$ cat config.mk
export PLATFORM = sky130hd
export DESIGN_NAME = mem_arbiter
export DESIGN_NICKNAME = d
export VERILOG_FILES = /design/src/rtl/mem_arb_pkg.sv /design/src/rtl/mem_arb_wdog.sv /design/src/rtl/mem_arbiter.sv
export SDC_FILE = /design/constraint.sdc
export NUM_CORES = 1
export LEC_CHECK = 0
export ABC_CLOCK_PERIOD_IN_PS = 2200
export CAP_MARGIN = 40
export CORE_MARGIN = 5
export CORE_UTILIZATION = 35
export DETAILED_ROUTE_END_ITERATION = 16
export PLACE_DENSITY_LB_ADDON = 0.1
export SLEW_MARGIN = 10
export SYNTH_ARGS = -nofsm -noshare
export SYNTH_HDL_FRONTEND = slang
export SYNTH_HIERARCHICAL = 1
export SYNTH_SLANG_ARGS = --single-unit
$ cat constraint.sdc
create_clock -name clk -period 2.2 [get_ports clk]
set_clock_uncertainty 0.1 [all_clocks]
set_input_delay 0.66 -clock clk [delete_from_list [all_inputs] [get_ports clk]]
set_output_delay 0.66 -clock clk [all_outputs]
set_load 0.01 [all_outputs]
$ cat src/rtl/mem_arb_pkg.sv
// Shared definitions for the fetch/data memory-port arbiter:
// FSM state encoding, grant owner identifiers and counter widths.
package mem_arb_pkg;

  typedef enum logic [1:0] {
    IDLE  = 2'd0,
    GNT_I = 2'd1,
    GNT_D = 2'd2,
    RESP  = 2'd3
  } arb_state_t;

  typedef enum logic {
    GRANT_I = 1'b0,
    GRANT_D = 1'b1
  } grant_t;

  // Streak counter holds 0..15; wait counter holds 0..255.
  localparam int STREAK_W = 4;
  localparam int WAIT_W   = 8;

  // Which requester owns the bus in a grant state.
  function automatic grant_t grant_of(input arb_state_t s);
    return (s == GNT_D) ? GRANT_D : GRANT_I;
  endfunction

endpackage

$ cat src/rtl/mem_arb_wdog.sv
// Wait-state watchdog for mem_arbiter. Only built when MEM_ARB_TIMEOUT_EN
// is defined; without the macro this file contributes no logic.
`ifdef MEM_ARB_TIMEOUT_EN
module mem_arb_wdog
  import mem_arb_pkg::*;
#(
  parameter int TIMEOUT = 255
) (
  input  logic clk,
  input  logic rst_n,
  input  logic active,
  input  logic m_ack,
  output logic expired
);

  // cnt holds the number of GNT cycles already spent without m_ack, so the
  // TIMEOUT-th waiting cycle is the one where cnt equals TIMEOUT-1.
  localparam logic [WAIT_W-1:0] LAST = WAIT_W'(TIMEOUT - 1);

  logic [WAIT_W-1:0] cnt;

  // Clear outside grant states, count every grant cycle that sees no m_ack.
  always_ff @(posedge clk) begin
    if (!rst_n || !active) begin
      cnt <= '0;
    end else if (!m_ack) begin
      cnt <= cnt + 1'b1;
    end
  end

  assign expired = active && (cnt == LAST);

endmodule
`endif

$ cat src/rtl/mem_arbiter.sv
// Shares one memory port between instruction fetch (i_*) and load/store (d_*).
// Data wins ties unless it has already taken MAX_STREAK grants in a row while
// fetch was waiting. All outputs are registered.
//
// Handshake: a requester raises x_req with stable fields and holds them until
// the one-cycle x_ack pulse; it may drop or change the request in the cycle
// after x_ack. m_req is held with stable m_* fields until m_ack, and m_rdata
// is sampled in the m_ack cycle.
//
// Optional: define MEM_ARB_TIMEOUT_EN to abort a grant after TIMEOUT wait
// cycles with bus_err set; otherwise grants wait forever and bus_err is 0.
module mem_arbiter
  import mem_arb_pkg::*;
#(
  parameter int AW         = 32,
  parameter int DW         = 32,
  parameter int MAX_STREAK = 4,
  parameter int TIMEOUT    = 255
) (
  input  logic            clk,
  input  logic            rst_n,
  input  logic            i_req,
  input  logic [AW-1:0]   i_addr,
  output logic            i_ack,
  output logic [DW-1:0]   i_rdata,
  input  logic            d_req,
  input  logic            d_we,
  input  logic [AW-1:0]   d_addr,
  input  logic [DW-1:0]   d_wdata,
  input  logic [DW/8-1:0] d_be,
  output logic            d_ack,
  output logic [DW-1:0]   d_rdata,
  output logic            m_req,
  output logic            m_we,
  output logic [AW-1:0]   m_addr,
  output logic [DW-1:0]   m_wdata,
  output logic [DW/8-1:0] m_be,
  input  logic            m_ack,
  input  logic [DW-1:0]   m_rdata,
  output logic            bus_err
);

  localparam logic [STREAK_W-1:0] STREAK_MAX = STREAK_W'(MAX_STREAK);

  // Marker block: only present in the hierarchy for an illegal configuration.
  if (MAX_STREAK < 1 || MAX_STREAK > 15 || TIMEOUT < 1 || TIMEOUT > 255) begin : g_bad_config
  end

  arb_state_t            state, state_nxt;
  logic [STREAK_W-1:0]   streak, streak_nxt;
  logic                  m_req_nxt, m_we_nxt;
  logic [AW-1:0]         m_addr_nxt;
  logic [DW-1:0]         m_wdata_nxt;
  logic [DW/8-1:0]       m_be_nxt;
  logic                  i_ack_nxt, d_ack_nxt, bus_err_nxt;
  logic [DW-1:0]         i_rdata_nxt, d_rdata_nxt;
  logic                  wait_expired;
  logic                  fault;

`ifdef MEM_ARB_TIMEOUT_EN
  logic in_gnt;
  assign in_gnt = (state == GNT_I) || (state == GNT_D);

  mem_arb_wdog #(.TIMEOUT(TIMEOUT)) u_wdog (
    .clk     (clk),
    .rst_n   (rst_n),
    .active  (in_gnt),
    .m_ack   (m_ack),
    .expired (wait_expired)
  );
`else
  assign wait_expired = 1'b0;
`endif

  // A timeout only counts as a fault when memory did not answer that cycle.
  assign fault = wait_expired && !m_ack;

  // Next-state, grant selection and registered-output values.
  always_comb begin
    state_nxt   = state;
    streak_nxt  = streak;
    m_req_nxt   = m_req;
    m_we_nxt    = m_we;
    m_addr_nxt  = m_addr;
    m_wdata_nxt = m_wdata;
    m_be_nxt    = m_be;
    i_ack_nxt   = 1'b0;
    d_ack_nxt   = 1'b0;
    i_rdata_nxt = i_rdata;
    d_rdata_nxt = d_rdata;
    bus_err_nxt = 1'b0;
    unique case (state)
      IDLE: begin
        if (d_req && !(i_req && streak == STREAK_MAX)) begin
          state_nxt   = GNT_D;
          streak_nxt  = !i_req ? '0 : ((streak == STREAK_MAX) ? streak : streak + 1'b1);
          m_req_nxt   = 1'b1;
          m_we_nxt    = d_we;
          m_addr_nxt  = d_addr;
          m_wdata_nxt = d_wdata;
          m_be_nxt    = d_be;
        end else if (i_req) begin
          state_nxt   = GNT_I;
          streak_nxt  = '0;
          m_req_nxt   = 1'b1;
          m_we_nxt    = 1'b0;
          m_addr_nxt  = i_addr;
          m_wdata_nxt = '0;
          m_be_nxt    = '1;
        end
      end
      GNT_I, GNT_D: begin
        if (m_ack || fault) begin
          state_nxt   = RESP;
          m_req_nxt   = 1'b0;
          bus_err_nxt = fault;
          if (grant_of(state) == GRANT_D) begin
            d_ack_nxt   = 1'b1;
            d_rdata_nxt = fault ? '0 : m_rdata;
          end else begin
            i_ack_nxt   = 1'b1;
            i_rdata_nxt = fault ? '0 : m_rdata;
          end
        end
      end
      RESP: begin
        state_nxt = IDLE;
      end
    endcase
  end

  // State and output registers with synchronous active-low reset.
  always_ff @(posedge clk) begin
    if (!rst_n) begin
      state   <= IDLE;
      streak  <= '0;
      m_req   <= 1'b0;
      m_we    <= 1'b0;
      m_addr  <= '0;
      m_wdata <= '0;
      m_be    <= '0;
      i_ack   <= 1'b0;
      d_ack   <= 1'b0;
      i_rdata <= '0;
      d_rdata <= '0;
      bus_err <= 1'b0;
    end else begin
      state   <= state_nxt;
      streak  <= streak_nxt;
      m_req   <= m_req_nxt;
      m_we    <= m_we_nxt;
      m_addr  <= m_addr_nxt;
      m_wdata <= m_wdata_nxt;
      m_be    <= m_be_nxt;
      i_ack   <= i_ack_nxt;
      d_ack   <= d_ack_nxt;
      i_rdata <= i_rdata_nxt;
      d_rdata <= d_rdata_nxt;
      bus_err <= bus_err_nxt;
    end
  end

endmodule

==> impl_metrics.env, run 1 <==
export IMPL_status="completed"
export IMPL_grt_pass1_wl_um=29700
export IMPL_area_delta_synth_final_pct=66.1
export IMPL_synthMuxAreaShare_pct=0.184
export IMPL_syn_inst=654
export IMPL_antenna_found_initial=0
export IMPL_worstPathCellList="clkdlybuf4s50_1"
export IMPL_gp_congestion=0.810
export IMPL_r2r_cells=6
export IMPL_routed_wl_um=18700
export IMPL_dp_slack_ns=-0.0823
export IMPL_slowest_stage="clkdlybuf4s50_1"
export IMPL_power_density_nw_per_um2=890
export IMPL_synthXorXnorAreaFrac_pct=0
export IMPL_synth_distinct_cells=32
export IMPL_start_util_pct=35.7
export IMPL_yosys_warnings=6
export IMPL_hold_end="i_rdata[8]$_SDFFE_PN0P_"
export IMPL_io_buffers=273
export IMPL_rr_startpoint="streak[0]$_SDFFE_PN0P_"
export IMPL_ctsRootBufferMaster="clkbuf_16"
export IMPL_holdCritStartpoint="i_rdata[8]$_SDFFE_PN0P_"
export IMPL_post_route_drc_count=0
export IMPL_critPathKind="register to primary output"
export IMPL_grt_use_total_pct=20.2
export IMPL_syn_area_per_cell_um2=8.33
export IMPL_cts_htree_levels=4
export IMPL_cts_hold_buffers=0
export IMPL_synth_simple_gate_area_share_pct=14.5
export IMPL_clock_latency_ns=0.41
export IMPL_fin_ws_ns=0.102
export IMPL_final_common_cell="clkdlybuf4s50_1"
export IMPL_endpoint_kind="primary output"
export IMPL_cp_top_family="buffers and inverters"
export IMPL_cp_max_fo=3
export IMPL_vias=5772
export IMPL_fmax_mhz=477
export IMPL_synth_top_family_by_area="compound AO/OA/AOI/OAI gates"
export IMPL_hpwl_um=13200
export IMPL_synth_seq_cells=142
export IMPL_yosysSeqAreaShare_pct=52.2
export IMPL_hold_slack_ns=0.351
export IMPL_dieArea_um2=18200
export IMPL_drive_gt1_share_pct=6.73
export IMPL_grt_setup_unrepaired="no"
export IMPL_core_area_um2=15300
export IMPL_dieHeight_um=135
export IMPL_min_path_cells=2
export IMPL_syn_nets=797
export IMPL_wl_per_cell_um=16.6
export IMPL_ir_drop_v=0.000553
export IMPL_detail_route_antenna_nets=0
export IMPL_fp_dieW_um=135
export IMPL_r2r_slack_ns=0.44
export IMPL_cts_sinks=142
export IMPL_total_power_mw=8.05
export IMPL_start_kind="register"
export IMPL_diodes=0
export IMPL_grt_ovfl_total=0
export IMPL_cp_data_required_time_ns=1.44
export IMPL_clock_path_buffers=2
export IMPL_period_minus_slack_ns=2.10
export IMPL_slowest_delay_ns=0.58
export IMPL_cp_num_buf_inv=1
export IMPL_cts_tree="done"
export IMPL_synthAdderAreaFrac_pct=1.15
export IMPL_drv_slew=0
export IMPL_p_leak_nw=3.20
export IMPL_path_clk_slew_ns=0.06
export IMPL_first_pass_iters=4
export IMPL_setup_violations=0
export IMPL_rows=45
export IMPL_max_cap_violations=0
export IMPL_drt_iter0_markers=350
export IMPL_syn_area_um2=5450
export IMPL_nets=1051
export IMPL_boundaryPins=275
export IMPL_cts_setup_buffers=0
export IMPL_layout_common_cells="clkdlybuf4s50_1, dfxtp_1, nand2_1"
export IMPL_worst_ep_arrival_time_ns=1.34
export IMPL_r2r_end="m_be[1]$_SDFFE_PN0P_"
export IMPL_numCtsBuffers=17
export IMPL_grt_max_degree=69
export IMPL_hold_viol=0
export IMPL_synth_compound_area_share_pct=26.1
export IMPL_ctsResizeCount=0
export IMPL_fin_crit_sh_pct=95.4
export IMPL_min_path_type="register to register"
export IMPL_viasPerCell=5.10
export IMPL_grt_pass1_vias=5709
cells in the mapped netlist:
cell type | count | area (um2)
nand4b_1 | 3 | 26.3
buf_4 | 5 | 37.5
buf_2 | 23 | 115
nand3b_1 | 3 | 22.5
a21oi_1 | 100 | 500
and4b_1 | 2 | 20.0
o21ai_2 | 1 | 8.76
ha_1 | 5 | 62.6
a31oi_1 | 35 | 219
nand4_1 | 3 | 18.8
mux2i_1 | 1 | 10.0
o21a_1 | 1 | 7.51
buf_1 | 1 | 3.75
conb_1 | 1 | 3.75
and2_1 | 3 | 18.8
and3b_1 | 1 | 8.76
o21bai_1 | 1 | 7.51
inv_1 | 7 | 26.3
dfxtp_1 | 142 | 2840
or3b_1 | 1 | 8.76
o21ai_0 | 65 | 325
clkbuf_1 | 35 | 131
o221a_2 | 4 | 45.0
a32oi_1 | 33 | 289
nor3b_1 | 1 | 7.51
o21ai_1 | 2 | 10.0
nand2_1 | 134 | 503
a211o_1 | 1 | 8.76
nor2b_1 | 1 | 6.26
nor2_1 | 35 | 131
inv_2 | 1 | 3.75
nand3_1 | 3 | 15.0
sequential cells by signal (all words and copies together) (netlist names):
register / cells
d_rdata: 32
i_rdata: 32
m_addr: 32
m_wdata: 32
m_be: 4
streak: 4
state: 2
d_ack: 1
i_ack: 1
m_req: 1
m_we: 1
worst min-delay path: cells and delay by family, from the launching register on:
| family | cells | cell delay, ns |
|---|---|---|
| AOI/OAI and AO/OA | 1 | 0.05 |
| and+or+nand+nor | 1 | 0.05 |
| DFF | 1 | 0.30 |
how the worst max path moves through the flow:
stage | start | slack (ns) | to | depth (start not counted)
floorplan | i_req | 0.47 | m_wdata[10]$_SDFFE_PN0P_ | 6
global placement | i_req | -0.03 | m_be[0]$_SDFFE_PN0P_ | 5
detailed placement | d_req | -0.08 | m_wdata[31]$_SDFFE_PN0P_ | 5
CTS | m_req$_SDFFE_PN0P_ | 0.08 | m_req | 1
global route | m_wdata[12]$_SDFFE_PN0P_ | 0.05 | m_wdata[12] | 1
finish | m_req$_SDFFE_PN0P_ | 0.10 | m_req | 1
per-stage QoR:
stage	util, %	TNS (ns)	instances	instance area, um2
4_1_cts	59.3	0	1132	9040
3_3_place_gp	55.6	-0.186	1100	8480
5_1_grt	59.3	0	1132	9040
6_report	59.3	0	1132	9040
2_1_floorplan	-	0	654	5450
3_5_place_dp	55.6	-1.45	1100	8480
kinds of logic after synthesis:
group | Yosys count
adders and majority gates | 5
other | 1
AOI/OAI and AO/OA | 243
buffers and inverters | 72
and+or+nand+nor | 190
muxes | 1
DFF | 142
power breakdown:
part / internal, mW / switching, mW / total (mW)
logic: 1.19 / 1.09 / 2.27
registers: 2.91 / 0.175 / 3.08
clock network: 1.59 / 1.11 / 2.70
total: 5.68 / 2.37 / 8.05
final cells by class:
| cell class | count | area [um2] |
|---|---|---|
| multi-input combinational | 440 | 2290 |
| clock inverter | 12 | 115 |
| timing repair buffer | 299 | 3050 |
| inverter | 8 | 30.0 |
| sequential | 142 | 2840 |
| fill | 1361 | 6210 |
| tap | 211 | 264 |
| clock buffer | 20 | 447 |
metal layers:
layer / part of all wire [%] / GRT usage (%) / vias to the layer above / wire length (um)
li1: - / - / 2810 / -
met1: 40 / 24.8 / 2687 / 7570
met2: 48 / 32.3 / 250 / 8990
met3: 9.9 / 7.75 / 25 / 1850
met4: 1.8 / 7.41 / 0 / 329
met5: 0 / 0 / - / 0
No activity file was read; power rests on OpenSTA's default activity.
==> run 2: changes to the inputs <==
- CTS_BUF_LIST: unset -> sky130_fd_sc_hd__clkbuf_16
- SYNTH_HIERARCHICAL: 1 -> unset
==> run 2 against run 1 <==
  * Final cell count stayed put
  * First-iteration DRC count is 8.9% lower
  * Via count is 0.90% lower
  * Power is 0.45% lower
  * Utilization is 0.066 points lower
  * Sequential power hardly changed
  * Highest routed layer unchanged
  * Worst setup slack worse by 0.0015 ns
  * Sequential share of layout area hardly changed
==> impl_metrics.env, run 2 <==
export IMPL_fmax_mhz=476
export IMPL_nets=1051
export IMPL_async_reset_ff_share_pct=0
export IMPL_antenna_found_initial=0
export IMPL_cp_top_family="buffers and inverters"
export IMPL_pwr_share_seq_pct=38.5
export IMPL_synth_edf_count=0
export IMPL_cp_max_fo=3
export IMPL_grt_max_degree=69
export IMPL_final_util_pct=59.2
export IMPL_diodes=0
export IMPL_syn_inst=654
export IMPL_numCtsBuffers=17
export IMPL_grt_pass1_vias=5704
export IMPL_core_area_um2=15300
export IMPL_yosys_warnings=0
export IMPL_place_area_um2=8480
export IMPL_boundaryPins=275
export IMPL_layout_common_cells="clkdlybuf4s50_1, dfxtp_1, nand2_1"
export IMPL_slowest_stage="clkdlybuf4s50_1"
export IMPL_dieHeight_um=135
export IMPL_ctsResizeCount=0
export IMPL_cts_setup_buffers=0
export IMPL_p_int_mw=5.64
export IMPL_start_kind="register"
export IMPL_worstPathCellList="clkdlybuf4s50_1"
export IMPL_synth_area_leader_cell="dfxtp_1"
export IMPL_wl_per_cell_um=16.6
export IMPL_clock_path_buffers=2
export IMPL_stdcell_count=1132
export IMPL_cp_num_buf_inv=1
export IMPL_synth_common_cells="dfxtp_1, nand2_1, a21oi_1"
export IMPL_start_util_pct=35.7
export IMPL_place_inst=1100
export IMPL_ir_drop_v=0.000553
export IMPL_syn_nets=797
export IMPL_synth_most_common_cell="dfxtp_1"
export IMPL_syn_area_um2=5450
export IMPL_min_path_type="register to register"
export IMPL_fp_dieW_um=135
export IMPL_cts_sinks=142
export IMPL_syn_area_per_cell_um2=8.33
export IMPL_ctsRootBufferMaster="clkbuf_16"
export IMPL_drive_gt1_share_pct=6.62
export IMPL_path_clk_slew_ns=0.06
export IMPL_synth_area_leaders="dfxtp_1, nand2_1, a21oi_1"
export IMPL_drv_slew=0
export IMPL_detail_route_antenna_nets=0
export IMPL_viasPerCell=5.05
export IMPL_routed_wl_um=18800
export IMPL_slowest_delay_ns=0.58
export IMPL_cts_tree="done"
export IMPL_grt_pass1_wl_um=29700
export IMPL_fin_area_um2=9030
export IMPL_area_delta_synth_final_pct=65.9
export IMPL_hold_viol=0
export IMPL_fin_crit_sh_pct=95.4
export IMPL_gp_congestion=0.810
export IMPL_grt_use_total_pct=20.2
export IMPL_max_cap_violations=0
export IMPL_cp_data_required_time_ns=1.44
export IMPL_dieArea_um2=18200
export IMPL_io_buffers=273
export IMPL_synth_distinct_cells=32
export IMPL_period_minus_slack_ns=2.10
export IMPL_status="completed"
export IMPL_worst_ep_arrival_time_ns=1.34
export IMPL_switching_share_pct=29.7
export IMPL_cts_htree_levels=4
export IMPL_grt_setup_unrepaired="no"
export IMPL_total_power_mw=8.02
export IMPL_grt_ovfl_total=0
export IMPL_drt_iter0_markers=319
export IMPL_hpwl_um=13200
export IMPL_tns_ns=0
export IMPL_clock_latency_ns=0.41
export IMPL_cts_hold_buffers=0
export IMPL_synth_top_area_share_pct=52.2
export IMPL_yosysSeqAreaShare_pct=52.2
export IMPL_power_density_nw_per_um2=887
export IMPL_rows=45
export IMPL_first_pass_iters=5
export IMPL_p_comb_share_pct=28.4
export IMPL_endpoint_kind="primary output"
export IMPL_critPathKind="register to primary output"
export IMPL_synth_seq_cells=142
export IMPL_post_route_drc_count=0
export IMPL_ys_flop_type="dfxtp_1"
export IMPL_p_clk_share_pct=33.2
export IMPL_final_common_cell="clkdlybuf4s50_1"
export IMPL_vias=5720
export IMPL_setup_violations=0
export IMPL_p_leak_nw=3.20
export IMPL_switchingPower_mw=2.38
==> run 2: cell counts after synthesis <==
No cell type changed its count.
==> run 2: power groups by stage <==
stage / sequential (mW) / combinational, mW / clock (mW)
global route: 3.12 / 2.48 / 2.85
global placement: 3.12 / 2.24 / 0
CTS: 3.08 / 2.30 / 2.72
detailed placement: 3.13 / 2.28 / 0
floorplan: 3.27 / 0.895 / 0
finish: 3.08 / 2.28 / 2.66
==> run 2: final timing paths <==
| kind | cells past startpoint | startpoint | slack, ns | endpoint |
|---|---|---|---|---|
| worst max-delay path | 1 | m_req$_SDFFE_PN0P_ | 0.10 | m_req |
| worst min-delay path | 2 | i_rdata[8]$_SDFFE_PN0P_ | 0.35 | i_rdata[8]$_SDFFE_PN0P_ |
| worst max register to register | 6 | streak[0]$_SDFFE_PN0P_ | 0.45 | m_be[0]$_SDFFE_PN0P_ |
| worst min register to register | 2 | i_rdata[8]$_SDFFE_PN0P_ | 0.35 | i_rdata[8]$_SDFFE_PN0P_ |
==> run 2: worst reg2reg max path: cells and delay by family (launching register included) <==
kind | cells | cell delay (ns)
AOI/OAI and AO/OA | 1 | 0.27
adders and majority gates | 1 | 0.23
buffers and inverters | 2 | 0.32
DFF | 1 | 0.39
and+or+nand+nor | 2 | 0.34
==> run 2: kinds of logic (layout without fill, tap and decap cells) <==
| logic type | Yosys count | count (layout) | synth area share (%) |
|---|---|---|---|
| AO/OA/AOI/OAI | 243 | 243 | 26.1 |
| AND/OR/NAND/NOR | 190 | 190 | 14.5 |
| flip-flops | 142 | 142 | 52.2 |
| buffers and inverters | 72 | 339 | 5.84 |
| adder cells (fa/ha/maj) | 5 | 5 | 1.15 |
| other | 1 | 1 | 0.0689 |
| multiplexers | 1 | 1 | 0.184 |
==> run 2: area by class of cell <==
type | instances | area, um2
Sequential cell | 142 | 2840
Inverter | 8 | 30.0
Clock buffer | 17 | 425
Fill cell | 1360 | 6220
Tap cell | 211 | 264
Timing Repair Buffer | 299 | 3050
Multi-Input combinational cell | 440 | 2290
Clock inverter | 15 | 126
==> run 2: per-stage QoR <==
step | hold slack [ns] | setup slack (ns)
floorplan | 0.354 | 0.468
global placement | 0.342 | -0.0304
detailed placement | 0.348 | -0.0823
CTS | 0.356 | 0.0796
global route | 0.375 | 0.0503
finish | 0.353 | 0.101
==> run 2: metal layers <==
layer | wire, um | GRT usage, % | part of all wire, % | up-vias
met4 | 318 | 7.41 | 1.7 | 0
met5 | 0 | 0 | 0 | -
met2 | 9020 | 32.3 | 48 | 235
li1 | - | - | - | 2809
met1 | 7660 | 24.8 | 41 | 2653
met3 | 1810 | 7.75 | 9.6 | 23
